File: src/rtl/sys_defs.sv
// Shared memory-bus definitions: bus command encodings, requester/tag
// sizing and the owner-table entry type used by mem_bus_arbiter.
package sys_defs;

  localparam int NUM_MEM_REQ  = 2;
  localparam int MEM_TAG_W    = 4;
  localparam int MEM_REQ_ID_W =
    (NUM_MEM_REQ > 1) ? $clog2(NUM_MEM_REQ) : 1;

  localparam logic [1:0] BUS_NONE  = 2'h0;
  localparam logic [1:0] BUS_LOAD  = 2'h1;
  localparam logic [1:0] BUS_STORE = 2'h2;

  typedef logic [MEM_REQ_ID_W-1:0] MEM_REQ_ID;

  typedef struct packed {
    logic      valid;
    MEM_REQ_ID id;
  } MEM_OWNER_ENTRY_t;

endpackage

File: src/rtl/mem_tag_table.sv
// Owner table: maps each outstanding load tag to the requester that owns it.
// Ports: clock/reset (sync, active-low); alloc_en/alloc_tag/alloc_id write
// one entry; lkp_tag looks up and frees an entry (lkp_hit/lkp_id);
// tag_err is sticky on unowned completions or early tag reuse.
module mem_tag_table
  import sys_defs::*;
#(
  parameter int TAG_W = MEM_TAG_W
) (
  input  logic             clock,
  input  logic             reset,
  input  logic             alloc_en,
  input  logic [TAG_W-1:0] alloc_tag,
  input  MEM_REQ_ID        alloc_id,
  input  logic [TAG_W-1:0] lkp_tag,
  output logic             lkp_hit,
  output MEM_REQ_ID        lkp_id,
  output logic             tag_err
);

  localparam int DEPTH = 1 << TAG_W;

  MEM_OWNER_ENTRY_t table_q [DEPTH];
  MEM_OWNER_ENTRY_t table_d [DEPTH];
  logic             err_q;
  logic             err_d;

  always_comb begin
    lkp_hit = (lkp_tag != '0) && table_q[lkp_tag].valid;
    lkp_id  = table_q[lkp_tag].id;
  end

  always_comb begin
    table_d = table_q;
    err_d   = err_q;
    if (lkp_tag != '0) begin
      if (table_q[lkp_tag].valid) table_d[lkp_tag].valid = 1'b0;
      else                        err_d = 1'b1;
    end
    // Free happens first, so a same-cycle complete+alloc of one tag
    // is a clean handover rather than an early reuse.
    if (alloc_en && (alloc_tag != '0)) begin
      if (table_d[alloc_tag].valid) err_d = 1'b1;
      table_d[alloc_tag] = '{valid: 1'b1, id: alloc_id};
    end
  end

  always_ff @(posedge clock) begin
    if (!reset) begin
      for (int i = 0; i < DEPTH; i++) table_q[i] <= '0;
      err_q <= 1'b0;
    end else begin
      table_q <= table_d;
      err_q   <= err_d;
    end
  end

  assign tag_err = err_q;

endmodule

File: src/rtl/mem_bus_arbiter.sv
// Shares one proc2mem/mem2proc port between MSHR (0) and Icache (1).
// Ports: req_* per-requester command/addr/data in, response/tag lanes out;
// proc2mem_* to memory, mem2proc_* from memory; tag_err sticky.
// Build option MEM_ARB_RR_EN: round-robin instead of fixed priority.
module mem_bus_arbiter
  import sys_defs::*;
#(
  parameter int NUM_REQ = NUM_MEM_REQ,
  parameter int TAG_W   = MEM_TAG_W,
  parameter int ADDR_W  = 64,
  parameter int DATA_W  = 64
) (
  input  logic                          clock,
  input  logic                          reset,
  input  logic [NUM_REQ-1:0][1:0]       req_command,
  input  logic [NUM_REQ-1:0][ADDR_W-1:0] req_addr,
  input  logic [NUM_REQ-1:0][DATA_W-1:0] req_data,
  output logic [NUM_REQ-1:0][TAG_W-1:0] req_response,
  output logic [NUM_REQ-1:0][TAG_W-1:0] req_tag,
  output logic [DATA_W-1:0]             req_data_out,
  output logic [1:0]                    proc2mem_command,
  output logic [ADDR_W-1:0]             proc2mem_addr,
  output logic [DATA_W-1:0]             proc2mem_data,
  input  logic [TAG_W-1:0]              mem2proc_response,
  input  logic [TAG_W-1:0]              mem2proc_tag,
  input  logic [DATA_W-1:0]             mem2proc_data,
  output logic                          tag_err
);

  logic      gnt_valid;
  MEM_REQ_ID gnt_id;
  logic      accept;
  logic      alloc_en;
  logic      lkp_hit;
  MEM_REQ_ID lkp_id;

  assign accept = reset && gnt_valid && (mem2proc_response != '0);
  assign alloc_en = accept && (req_command[gnt_id] == BUS_LOAD);

`ifdef MEM_ARB_RR_EN
  MEM_REQ_ID last_grant_q;
  MEM_REQ_ID last_grant_d;

  always_comb begin
    int idx;
    idx       = 0;
    gnt_valid = 1'b0;
    gnt_id    = '0;
    for (int k = 0; k < NUM_REQ; k++) begin
      idx = (int'(last_grant_q) + 1 + k) % NUM_REQ;
      if (!gnt_valid && (req_command[idx] != BUS_NONE)) begin
        gnt_valid = 1'b1;
        gnt_id    = MEM_REQ_ID'(idx);
      end
    end
  end

  // A rejected grantee keeps its turn: only acceptance advances.
  always_comb begin
    last_grant_d = last_grant_q;
    if (accept) last_grant_d = gnt_id;
  end

  always_ff @(posedge clock) begin
    if (!reset) last_grant_q <= MEM_REQ_ID'(NUM_REQ - 1);
    else        last_grant_q <= last_grant_d;
  end
`else
  always_comb begin
    gnt_valid = 1'b0;
    gnt_id    = '0;
    for (int k = 0; k < NUM_REQ; k++) begin
      if (!gnt_valid && (req_command[k] != BUS_NONE)) begin
        gnt_valid = 1'b1;
        gnt_id    = MEM_REQ_ID'(k);
      end
    end
  end
`endif

  always_comb begin
    proc2mem_command = BUS_NONE;
    proc2mem_addr    = '0;
    proc2mem_data    = '0;
    req_response     = '0;
    req_tag          = '0;
    if (gnt_valid) begin
      proc2mem_addr = req_addr[gnt_id];
      proc2mem_data = req_data[gnt_id];
      if (reset) proc2mem_command = req_command[gnt_id];
    end
    if (accept) req_response[gnt_id] = mem2proc_response;
    if (reset && lkp_hit) req_tag[lkp_id] = mem2proc_tag;
  end

  assign req_data_out = mem2proc_data;

  mem_tag_table #(
    .TAG_W (TAG_W)
  ) u_tag_table (
    .clock     (clock),
    .reset     (reset),
    .alloc_en  (alloc_en),
    .alloc_tag (mem2proc_response),
    .alloc_id  (gnt_id),
    .lkp_tag   (mem2proc_tag),
    .lkp_hit   (lkp_hit),
    .lkp_id    (lkp_id),
    .tag_err   (tag_err)
  );

endmodule

File: config.mk
export PLATFORM = sky130hd
export DESIGN_NAME = mem_bus_arbiter
export DESIGN_NICKNAME = d
export VERILOG_FILES = /design/src/rtl/sys_defs.sv /design/src/rtl/mem_tag_table.sv /design/src/rtl/mem_bus_arbiter.sv
export SDC_FILE = /design/constraint.sdc
export NUM_CORES = 1
export LEC_CHECK = 0
export CORE_AREA = 4 4 210 212
export CTS_CLUSTER_SIZE = 16
export DETAILED_ROUTE_END_ITERATION = 12
export DIE_AREA = 0 0 214 216
export HOLD_SLACK_MARGIN = 0.02
export PLACE_DENSITY_LB_ADDON = 0.12
export SYNTH_ARGS = -nofsm -noshare
export SYNTH_HDL_FRONTEND = slang
export SYNTH_SLANG_ARGS = --single-unit
File: constraint.sdc
create_clock -name clock -period 7.92 [get_ports clock]
set_input_delay 1.584 -clock clock [delete_from_list [all_inputs] [get_ports clock]]
set_output_delay 1.584 -clock clock [all_outputs]
set_load 0.1 [all_outputs]
==> flow_metrics.env, run 1 <==
export IMPL_final_nets=1102
export IMPL_yosysMostFrequentCell="a22o_1"
export IMPL_rsz0062_at_grt="no"
export IMPL_power_leakage_nw=2.946
export IMPL_path_max_fanout=19
export IMPL_die_height_um=216
export IMPL_postCtsSetupRepairBufs=0
export IMPL_drc=0
export IMPL_skew_ns=0.003104
export IMPL_period_needed_ns=6.633
export IMPL_netlist_area_um2=3736
export IMPL_antenna_found_initial=1
export IMPL_hold_buffers=0
export IMPL_fillers=4642
export IMPL_portBuffers=416
export IMPL_relSlewSlack_pct=28.03
export IMPL_cp_start_kind="input pin"
export IMPL_synth_top_area_cell="a22o_1"
export IMPL_cp_required_ns=6.34
export IMPL_wire_per_inst_um=26.09
export IMPL_overflow=0
export IMPL_dieArea_um2=46220
export IMPL_worstPathArrival_ns=5.05
export IMPL_start_util_pct=8.907
export IMPL_slew_viol_final=0
export IMPL_min_path_cells=1
export IMPL_yosys_warnings=0
export IMPL_synth_edf_count=0
export IMPL_maxCapViolCount=0
export IMPL_finish_utilization_pct=18.97
export IMPL_worstSetupPathType="input pin to primary output"
export IMPL_cts_tree="yes"
export IMPL_ctsResizeCount=0
export IMPL_ys_seq_area_share_pct=17.68
export IMPL_rows=75
export IMPL_htree_levels=2
export IMPL_synthArstFlopShare_pct=0
export IMPL_synth_area_per_cell_um2=8.339
export IMPL_syn_nets=782
export IMPL_synth_top_area_share_pct=30.01
export IMPL_synthTopCellsByArea="a22o_1 30%, dfxtp_1 18%, buf_4 13%, clkbuf_1 3.7%, mux2i_1 3.5%"
export IMPL_clk_pin_slew_ns=0.05
export IMPL_tightest_slew_ns=1.076
export IMPL_setup_violations_final=0
export IMPL_hp_class="flip-flop to flip-flop"
export IMPL_hpwl_um=28860
export IMPL_clk_latency_ns=0.28
export IMPL_cts_root_buffer="clkbuf_16"
export IMPL_drt_pass1_iter_count=5
export IMPL_synthCells=448
export IMPL_seqCellArea_um2=660.6
export IMPL_yosys_top_cells_count="128 x a22o_1, 64 x buf_4, 37 x clkbuf_1, 33 x dfxtp_1"
export IMPL_ir_worst_vdd_mv=0.06375
export IMPL_end_kind="primary output"
export IMPL_drive_gt1_share_pct=13.02
export IMPL_synth_seq_cells=33
export IMPL_clock_sinks=33
export IMPL_numCtsBuffers=5
export IMPL_design_core_area_um2=41950
export IMPL_min_period_over_period_pct=83.75
export IMPL_grt_pass1_wl_um=45110
export IMPL_grtUsageTotal_pct=13.73
export IMPL_hold_viol_final=0
export IMPL_grt_pass1_vias=5305
export IMPL_die_w_um=214
export IMPL_clockBufferDepth=2
export IMPL_fmax_ghz=0.1508
export IMPL_vias_per_cell=3.771
export IMPL_place_congestion=0.8369
export IMPL_area_growth_pct=113.0
export IMPL_route_vias_total=4933
export IMPL_ant_nets=0
export IMPL_grt_max_degree=133
export IMPL_ff2ff_path_depth=5
export IMPL_tns_ns=0
export IMPL_p_per_area_nw_per_um2=148.3
export IMPL_ios=545
export IMPL_synth_ff_type="dfxtp_1"
export IMPL_multi_input_area_um2=2419
export IMPL_outcome="completed"
export IMPL_synth_cell_types=40
export IMPL_routed_wl_um=34130
export IMPL_drt_iter0_drc=229
## sequential cells by signal, indices dropped and copies added, names as in the netlist
signal,count
u_tag_table.table_q,32
u_tag_table.tag_err,1
## layout by cell type (no fill, tap or decap), types with 3 or more instances in the layout
cell / Yosys / routed
clkbuf_16: 0 / 5
nand2_1: 6 / 6
nor3_1: 3 / 3
dfxtp_1: 33 / 33
o21ai_0: 15 / 15
clkdlybuf4s50_1: 0 / 343
a22o_1: 128 / 128
mux2_2: 8 / 8
and2_1: 16 / 16
mux4_1: 3 / 3
o211ai_1: 12 / 12
nor2_1: 14 / 13
mux2i_1: 13 / 13
and3_1: 8 / 8
nor2b_1: 17 / 17
o21a_1: 17 / 17
buf_4: 64 / 77
a21boi_0: 3 / 3
o2111ai_1: 6 / 6
nand2b_1: 9 / 9
## per-layer routing
| layer | share of wire [%] | GRT usage [%] |
|---|---|---|
| met2 | 50 | 24.64 |
| met3 | 8.9 | 5.049 |
| met5 | 0 | 0.2083 |
| met4 | 3.8 | 4.841 |
| met1 | 37 | 14.90 |
## kinds of logic (layout without fill, tap and decap cells)
| group | after synthesis | count (layout) | share of synthesized area, % |
|---|---|---|---|
| multiplexers | 26 | 26 | 9.210 |
| buffers and inverters | 111 | 431 | 17.85 |
| AO/OA/AOI/OAI | 192 | 192 | 41.83 |
| flip-flops | 33 | 33 | 17.68 |
| other | 0 | 1 | 0 |
| AND/OR/NAND/NOR | 86 | 86 | 13.43 |
## path summary, 6_finish.rpt
check | slack (ns) | end | from
min | 0.45 | u_tag_table.table_q[30]$_SDFFE_PN0P_ | u_tag_table.table_q[30]$_SDFFE_PN0P_
max reg2reg | 6.55 | u_tag_table.tag_err$_SDFF_PN0_ | u_tag_table.table_q[1]$_SDFF_PN0_
min reg2reg | 0.45 | u_tag_table.table_q[30]$_SDFFE_PN0P_ | u_tag_table.table_q[30]$_SDFFE_PN0P_
max | 1.29 | req_tag[4] | mem2proc_tag[1]
## where the power goes
part	switching, mW	leakage (nW)	internal, mW	total, mW
registers	0.000970	0.266	0.168	0.168
logic	0.566	2.61	0.251	0.817
clock network	0.0716	0.0700	0.123	0.195
total	0.639	2.95	0.542	1.18
## metrics by stage
stage / hold WS (ns) / area, µm² / total power, mW / setup WS [ns] / instances
global route: 0.5045 / 7958 / 1.217 / 1.115 / 1308
floorplan: 0.4217 / 3736 / 0.8496 / 2.570 / 448
finish: 0.4547 / 7958 / 1.180 / 1.287 / 1308
detailed placement: 0.4462 / 7812 / 0.9910 / 1.291 / 1300
CTS: 0.4639 / 7955 / 1.192 / 1.242 / 1307
global placement: 0.4566 / 7812 / 0.9982 / 1.277 / 1300
## critical path, stage by stage
cell,delay (ns)
clkdlybuf4s50_1,1.01
mux2_2,0.29
o22a_1,0.16
a31oi_1,0.13
nor4bb_1,0.52
and2_1,0.20
clkdlybuf4s50_1,1.14
## final cells by class
class | instances | share of cell area (%)
Tap cell | 539 | 8.475
Multi-Input combinational cell | 304 | 30.39
Antenna cell | 1 | 0.03145
Sequential cell | 33 | 8.302
Inverter | 2 | 0.09434
Clock buffer | 7 | 1.792
Timing Repair Buffer | 422 | 50.91
Power figures use the tool's default switching activity.
==> run 2: changes to the inputs <==
--- a/config.mk
+++ b/config.mk
@@ -5,10 +5,10 @@
 export SDC_FILE = /design/constraint.sdc
 export NUM_CORES = 1
 export LEC_CHECK = 0
-export CORE_AREA = 4 4 210 212
+export CORE_AREA = 4 4 209 211
 export CTS_CLUSTER_SIZE = 16
 export DETAILED_ROUTE_END_ITERATION = 12
-export DIE_AREA = 0 0 214 216
+export DIE_AREA = 0 0 213 215
 export HOLD_SLACK_MARGIN = 0.02
 export PLACE_DENSITY_LB_ADDON = 0.12
 export SYNTH_ARGS = -nofsm -noshare
==> constraint.sdc (replaced) <==
create_clock -name clock -period 5.8 [get_ports clock]
set_input_delay 1.16 -clock clock [delete_from_list [all_inputs] [get_ports clock]]
set_output_delay 1.16 -clock clock [all_outputs]
set_load 0.1 [all_outputs]
==> run 2 against run 1 <==
  * Final cell count up 0.69%
  * Hold slack barely moved
  * Power is 46% higher
  * First-iteration DRC count stayed put
  * Clock skew hardly changed
  * Setup slack worse by 0.45 ns
  * Utilization is 1.4 points higher
  * Global-route usage is 1.8 points lower
  * Non-clock buffer count is 5 higher
==> flow_metrics.env, run 2 (synthesis results as in run 1) <==
export IMPL_period_needed_ns=4.959
export IMPL_design_core_area_um2=41760
export IMPL_final_nets=1107
export IMPL_place_congestion=0.8537
export IMPL_grt_max_degree=133
export IMPL_routed_wl_um=29730
export IMPL_power_leakage_nw=3.291
export IMPL_outcome="completed"
export IMPL_cts_root_buffer="clkbuf_16"
export IMPL_relSlewSlack_pct=35.03
export IMPL_hp_class="flip-flop to flip-flop"
export IMPL_cts_tree="yes"
export IMPL_maxCapViolCount=0
export IMPL_cp_required_ns=4.64
export IMPL_htree_levels=2
export IMPL_grt_pass1_vias=5193
export IMPL_largest_register="u_tag_table.table_q"
export IMPL_antenna_found_initial=5
export IMPL_hold_buffers=0
export IMPL_slew_viol_final=0
export IMPL_skew_ns=0.003306
export IMPL_grtUsageTotal_pct=11.97
export IMPL_grt_pass1_wl_um=39440
export IMPL_wire_per_inst_um=22.57
export IMPL_clockBufferDepth=2
export IMPL_tns_ns=0
export IMPL_tightest_slew_ns=0.9715
export IMPL_clock_sinks=33
export IMPL_vias_per_cell=3.739
export IMPL_finalWorstSetupSlack_ns=0.8408
export IMPL_layout_cells_most_common_list="270 x clkdlybuf4s50_1, 128 x a22o_1, 103 x buf_4"
export IMPL_post_route_cell_area_um2=8501
export IMPL_ios=545
export IMPL_postCtsSetupRepairBufs=0
export IMPL_cp_start_kind="input pin"
export IMPL_end_kind="primary output"
export IMPL_setup_violations_final=0
export IMPL_dpl_worst_slack_ns=0.7721
export IMPL_ir_worst_vdd_mv=0.1031
export IMPL_largest_reg_flops=32
export IMPL_start_util_pct=8.947
export IMPL_hold_viol_final=0
export IMPL_drt_pass1_iter_count=7
export IMPL_drt_iter0_drc=229
export IMPL_clk_latency_ns=0.28
export IMPL_ctsResizeCount=0
export IMPL_final_common_cell="clkdlybuf4s50_1"
export IMPL_path_max_fanout=6
export IMPL_p_per_area_nw_per_um2=203.2
export IMPL_drc=0
export IMPL_min_path_cells=1
export IMPL_worstSetupPathType="input pin to primary output"
export IMPL_worstPathArrival_ns=3.80
export IMPL_drive_gt1_share_pct=23.13
export IMPL_die_w_um=213
export IMPL_area_growth_pct=127.5
export IMPL_dieArea_um2=45800
export IMPL_fmax_ghz=0.2016
export IMPL_detailed_place_area_um2=8318
export IMPL_clk_pin_slew_ns=0.06
export IMPL_die_height_um=215
export IMPL_numCtsBuffers=5
export IMPL_placed_cells=1305
export IMPL_overflow=0
export IMPL_ff2ff_path_depth=5
export IMPL_rsz0062_at_grt="no"
export IMPL_rows=75
export IMPL_portBuffers=416
export IMPL_fin_cells=1317
export IMPL_route_vias_total=4924
export IMPL_ant_nets=0
export IMPL_min_period_over_period_pct=85.50
export IMPL_hpwl_um=25380
run 2: worst paths after layout:
| path | from | end | slack [ns] |
|---|---|---|---|
| setup / recovery | mem2proc_tag[0] | req_tag[1] | 0.84 |
| setup reg to reg | u_tag_table.table_q[1]$_SDFF_PN0_ | u_tag_table.tag_err$_SDFF_PN0_ | 4.43 |
| hold reg to reg | u_tag_table.table_q[30]$_SDFFE_PN0P_ | u_tag_table.table_q[30]$_SDFFE_PN0P_ | 0.45 |
| hold / removal | u_tag_table.table_q[30]$_SDFFE_PN0P_ | u_tag_table.table_q[30]$_SDFFE_PN0P_ | 0.45 |
run 2: cell type report:
type                       count  area, µm²
fill                        4617      33260
timing repair buffer         427       4557
multi-input combinational    304       2419
tap                          539      674.4
sequential                    33      660.6
clock buffer                   7      142.6
clock inverter                 1      30.03
antenna                        4      10.01
inverter                       2      7.507
run 2: layer usage:
metal,vias to the layer above,GRT usage (%),share of wire [%]
li1,2313,-,-
met5,-,0,0.044
met3,34,5.294,11
met4,2,3.157,1.8
met2,280,22.16,53
met1,2295,12.15,34
run 2: critical path, cell delays in order:
cell and delay (ns):
clkdlybuf4s50_1 0.70, mux4_1 0.61, mux4_2 0.52, nor4b_2 0.39, and2_1 0.23, buf_12 0.18
run 2: through the flow:
stage               hold WS (ns)  util (%)  power (mW)
floorplan                 0.4217         -       1.160
global placement          0.4573     19.92       1.430
detailed placement        0.4413     19.92       1.423
CTS                       0.4578     20.33       1.744
global route              0.4862     20.35       1.779
finish                    0.4547     20.36       1.727
run 2: where the power goes:
part	internal (mW)	switching, mW
Clock	0.215	0.101
Sequential	0.229	0.00128
Combinational	0.403	0.778
==> edit 1: new RTL, flow settings as in run 2 <==
Register the input `mem2proc_data` before use, without a reset. The logic sees it one clock later. The other inputs are not delayed to match.
--- a/src/rtl/mem_bus_arbiter.sv
+++ b/src/rtl/mem_bus_arbiter.sv
@@ -26,6 +26,12 @@
   input  logic [DATA_W-1:0]             mem2proc_data,
   output logic                          tag_err
 );
+
+  logic [DATA_W-1:0] mem2proc_data_q;
+
+  always_ff @(posedge clock) begin
+    mem2proc_data_q <= mem2proc_data;
+  end
 
   logic      gnt_valid;
   MEM_REQ_ID gnt_id;
@@ -93,7 +99,7 @@
     if (reset && lkp_hit) req_tag[lkp_id] = mem2proc_tag;
   end
 
-  assign req_data_out = mem2proc_data;
+  assign req_data_out = mem2proc_data_q;
 
   mem_tag_table #(
     .TAG_W (TAG_W)
Function: changed (a bounded check fails within 4 cycles, from zero or initial values and one cycle with reset low).
==> edit 1 against run 2 <==
Via count up 16%; design area is 38% higher; maximum frequency shrank 0.84%; largest cell class unchanged; setup slack worse by 42 ps; register-to-register slack worse by 90 ps; routed wire length rose by 12%; area after synthesis increased by 20%; total power increased by 62%; sequential cell count rose by 64.
==> edit 1: results (changes against run 2) <==
- Status: finished clean
- Initial DRC count: 299 (+31%)
- Post-DP HPWL: 27.8 mm (+9.6%)
- First-pass GRT wire length: 45.8 mm (+16%)
- Flop2flop setup slack: 4340 ps (-90 ps)
- CP Capture Point: req_tag[0]
- Largest net degree at the start of global routing: 91 (-32%)
- Clock transition at the registers of the reported paths: 80 ps (+20 ps)
- NumNets Final: 1293 (+17%)
- GRT Util Overall: 13.8% (+1.8 points)
- Initial antenna violation count: 11 (+6)
- Ratio of cells with drive above 1 in the final layout: 18.8% (-4.4 points)
- M1 WL: 11.7 mm (+15%)
- Worst Clk Skew: 4.62 ps (+1.31 ps)
- Mapped Nets: 779 (-0.38%)
- Placed Area: 11400 um^2 (+38%)
- Top cells by count, synth: a22o_1, dfxtp_1, clkbuf_1
- Reg2reg start: u_tag_table.table_q[15]
- First-pass iteration count of the detailed router: 4 (-3)
- Peak supply drop: 0.130 mV (+26%)
- CTS Buf Count: 9 (+4)
- Met2 usage: 25.4% (+3.2 points)
- # fillers: 4356 (-5.7%)
- # H-tree levels: 3 (+1)
- Crit path DAT: 3840 ps (+40 ps)
- Drt via density: 3.79 (+1.5%)
- Met3 routed WL: 2.89 mm (-9.5%)
- I/O Buffers: 544 (+31%)
- Max FFs per register: 64 (+100%)
- Met1 global-route usage: 14.4% (+2.3 points)
[edit 1: cell count changes after synthesis, sizes merged, moves of 4 or more]
cell     delta
buf        -66
o21a        -9
mux4        +4
o211ai      -8
nor2        +5
dfxtp      +64
inv         +5
o31ai       +4
o2111ai     -4
clkbuf      +4
[edit 1: logic make-up (layout without fill, tap and decap cells)]
group / after synthesis / after routing / share of synthesized area, %
muxes: 26 / 26 / 8.46
and+or+nand+nor: 84 / 84 / 10.4
buffers and inverters: 54 / 573 / 4.59
AOI/OAI and AO/OA: 184 / 184 / 33.3
DFF: 97 / 97 / 43.2
other: 0 / 8 / 0
[edit 1: layout make-up]
class	instances	area share, %
diodes	8	0.170
clock buffers	10	1.95
clock inverters	6	0.479
inverters	7	0.224
multi-input cells	294	20.1
flip-flops and latches	97	16.5
well taps	539	5.74
repair buffers	550	54.8
[edit 1: critical path, cell delays in order]
cell	delay, ps
clkdlybuf4s50_1	600
buf_4	240
mux4_2	510
mux4_2	520
nor4b_2	390
and2_1	230
buf_12	180
[edit 1: report_power, final]
part | leakage, nW | total, mW | switching [mW] | internal, mW
Sequential | 0.806 | 0.698 | 0.00696 | 0.691
Combinational | 3.64 | 1.52 | 0.974 | 0.547
Clock | 0.138 | 0.587 | 0.285 | 0.301
[edit 1: metrics by stage]
step | setup slack (ps) | utilization [%] | std cells | hold WS [ps]
CTS | 755 | 28.1 | 1503 | 468
finish | 799 | 28.1 | 1511 | 472
floorplan | 1130 | - | 445 | 425
global route | 630 | 28.1 | 1510 | 499
detailed placement | 763 | 27.4 | 1487 | 447
global placement | 766 | 27.4 | 1487 | 448
==> edit 2: new RTL, settings of run 2 <==
Made on the original files. Build with the macro `MEM_ARB_RR_EN` defined.
--- a/src/rtl/mem_bus_arbiter.sv
+++ b/src/rtl/mem_bus_arbiter.sv
@@ -2,6 +2,8 @@
 // Ports: req_* per-requester command/addr/data in, response/tag lanes out;
 // proc2mem_* to memory, mem2proc_* from memory; tag_err sticky.
 // Build option MEM_ARB_RR_EN: round-robin instead of fixed priority.
+`define MEM_ARB_RR_EN
+
 module mem_bus_arbiter
   import sys_defs::*;
 #(
Check against the original RTL: not equivalent (Yosys sat finds a counterexample within 4 cycles, from zero or initial values and one cycle with reset low).
==> edit 2 against run 2 <==
Cell count up 21%; design area rose by 0.59%; routed wire length is 0.23% lower; maximum frequency up 2.6%; area after synthesis grew 18%; sequential cell count is 1 higher; combinational power up 31%; total power is 19% higher; utilization up 0.12 points; count of clock-buffer cells in the layout shrank 1; setup slack better by 120 ps; global-route usage hardly changed; critical path depth is the same; largest cell class unchanged; largest power group unchanged.
==> edit 2: results (changes against run 2) <==
- Worst Clk Skew: 7.18 ps (+3.88 ps)
- Slew @ Worst Pin: 950 ps (-21.2 ps)
- Sequential area share after synthesis: 15.5% (-2.2 points)
- Post-DP HPWL: 24.3 mm (-4.2%)
- Via count: 6132 (+25%)
- Top cells by count, synth: nand2_1, nand3_1, buf_4
- CP Max Fanout: 5 (-1)
- RePlAce Congestion: 0.756 (-11%)
- Synth unique cells: 45 (+13%)
- Mean post-synth cell area: 5.88 um^2 (-30%)
- Mapped Nets: 1083 (+38%)
- Hold_sp: u_tag_table.table_q[31]
- Peak supply drop: 0.0999 mV (-3.1%)
- Yosys warning count: 0 (unchanged)
- First-pass iteration count of the detailed router: 4 (-3)
- Largest Register: u_tag_table.table_q
- Post-CTS setup buffers: 0 (unchanged)
- Setup Slack @ Placement: 913 ps (+141 ps)
- Initial DRC count: 233 (+1.7%)
- NumNets Final: 1389 (+25%)
- Status: finished clean
- Initial antenna violation count: 0 (-5)
- Placed Area: 8410 um^2 (+1.2%)
- Reg2reg start: last_grant_q
- GRT Util Overall: 12.0% (+0.036 points)
- # H-tree levels: 2 (unchanged)
- Vias in the first global route: 6180 (+19%)
- # fillers: 4742 (+2.7%)
- Avg WL per Cell: 18.6 um (-18%)
- Clock transition at the registers of the reported paths: 60 ps (about the same)
- Worst path slowest cell: clkdlybuf4s50_1
- Synth Flop Type: dfxtp_1
- Async set-or-reset flop fraction in the synthesized netlist: 0% (unchanged)
- Post-CTS resize count: 0 (unchanged)
- Drt via density: 3.85 (+2.9%)
- First-pass GRT wire length: 41.8 mm (+6.1%)
- Post-synth EDFFs: 0 (unchanged)
- Largest net degree at the start of global routing: 80 (-40%)
- Diode count: 0 (-4)
- Crit path DAT: 3680 ps (-120 ps)
- Util after Layout: 20.5% (+0.12 points)
- Ratio of cells with drive above 1 in the final layout: 16.9% (-6.3 points)
- Lkg Pwr: 3.76 nW (+14%)
- Final hold viol count: 0 (unchanged)
- Crit-path leading delay family: multiplexers
- Top cells by area, synth: nand2_1, dfxtp_1, nand3_1, buf_4, clkbuf_1
- Max FFs per register: 32 (unchanged)
- Tightest Hold Check Type: reg2reg
- Worst-Skew Late Latency: 280 ps (about the same)
- Critical Path Max Stage Delay: 610 ps (-90 ps)
- I/O Buffers: 416 (unchanged)
- Longest Clk Path Bufs: 2 (unchanged)
- Clock root buffer master: clkbuf_16
==> edit 2: worst paths after layout <==
kind	to	slack [ps]	depth (start not counted)
max	req_tag[1]	960	6
min	u_tag_table.table_q[31]	470	1
max reg2reg	u_tag_table.table_q[28]	3800	5
min reg2reg	u_tag_table.table_q[31]	470	1
==> edit 2: cell families after synthesis <==
group,share of synthesized area (%)
simple gates,48.1
compound gates,14.7
buf+inv,16.7
flops,15.5
mux,5.09
==> edit 2: power by group <==
part | total (mW) | switching, mW | leakage, nW | internal [mW]
logic | 1.55 | 1.15 | 3.42 | 0.398
clock network | 0.260 | 0.103 | 0.0629 | 0.157
registers | 0.240 | 0.00294 | 0.275 | 0.237
total | 2.05 | 1.26 | 3.76 | 0.792
==> edit 2: cell type report <==
| cell class | instances | share of cell area (%) |
|---|---|---|
| Tap cell | 539 | 7.89 |
| Inverter | 1 | 0.0439 |
| Sequential cell | 34 | 7.96 |
| Clock inverter | 1 | 0.0878 |
| Multi-Input combinational cell | 586 | 35.2 |
| Clock buffer | 6 | 1.51 |
| Timing Repair Buffer | 427 | 47.3 |
==> edit 2: layer usage <==
layer / global-route usage (%) / routed length (um)
met1: 12.2 / 10000
met2: 22.0 / 15400
met3: 6.62 / 3870
met4: 0.966 / 167
met5: 3.77 / 192
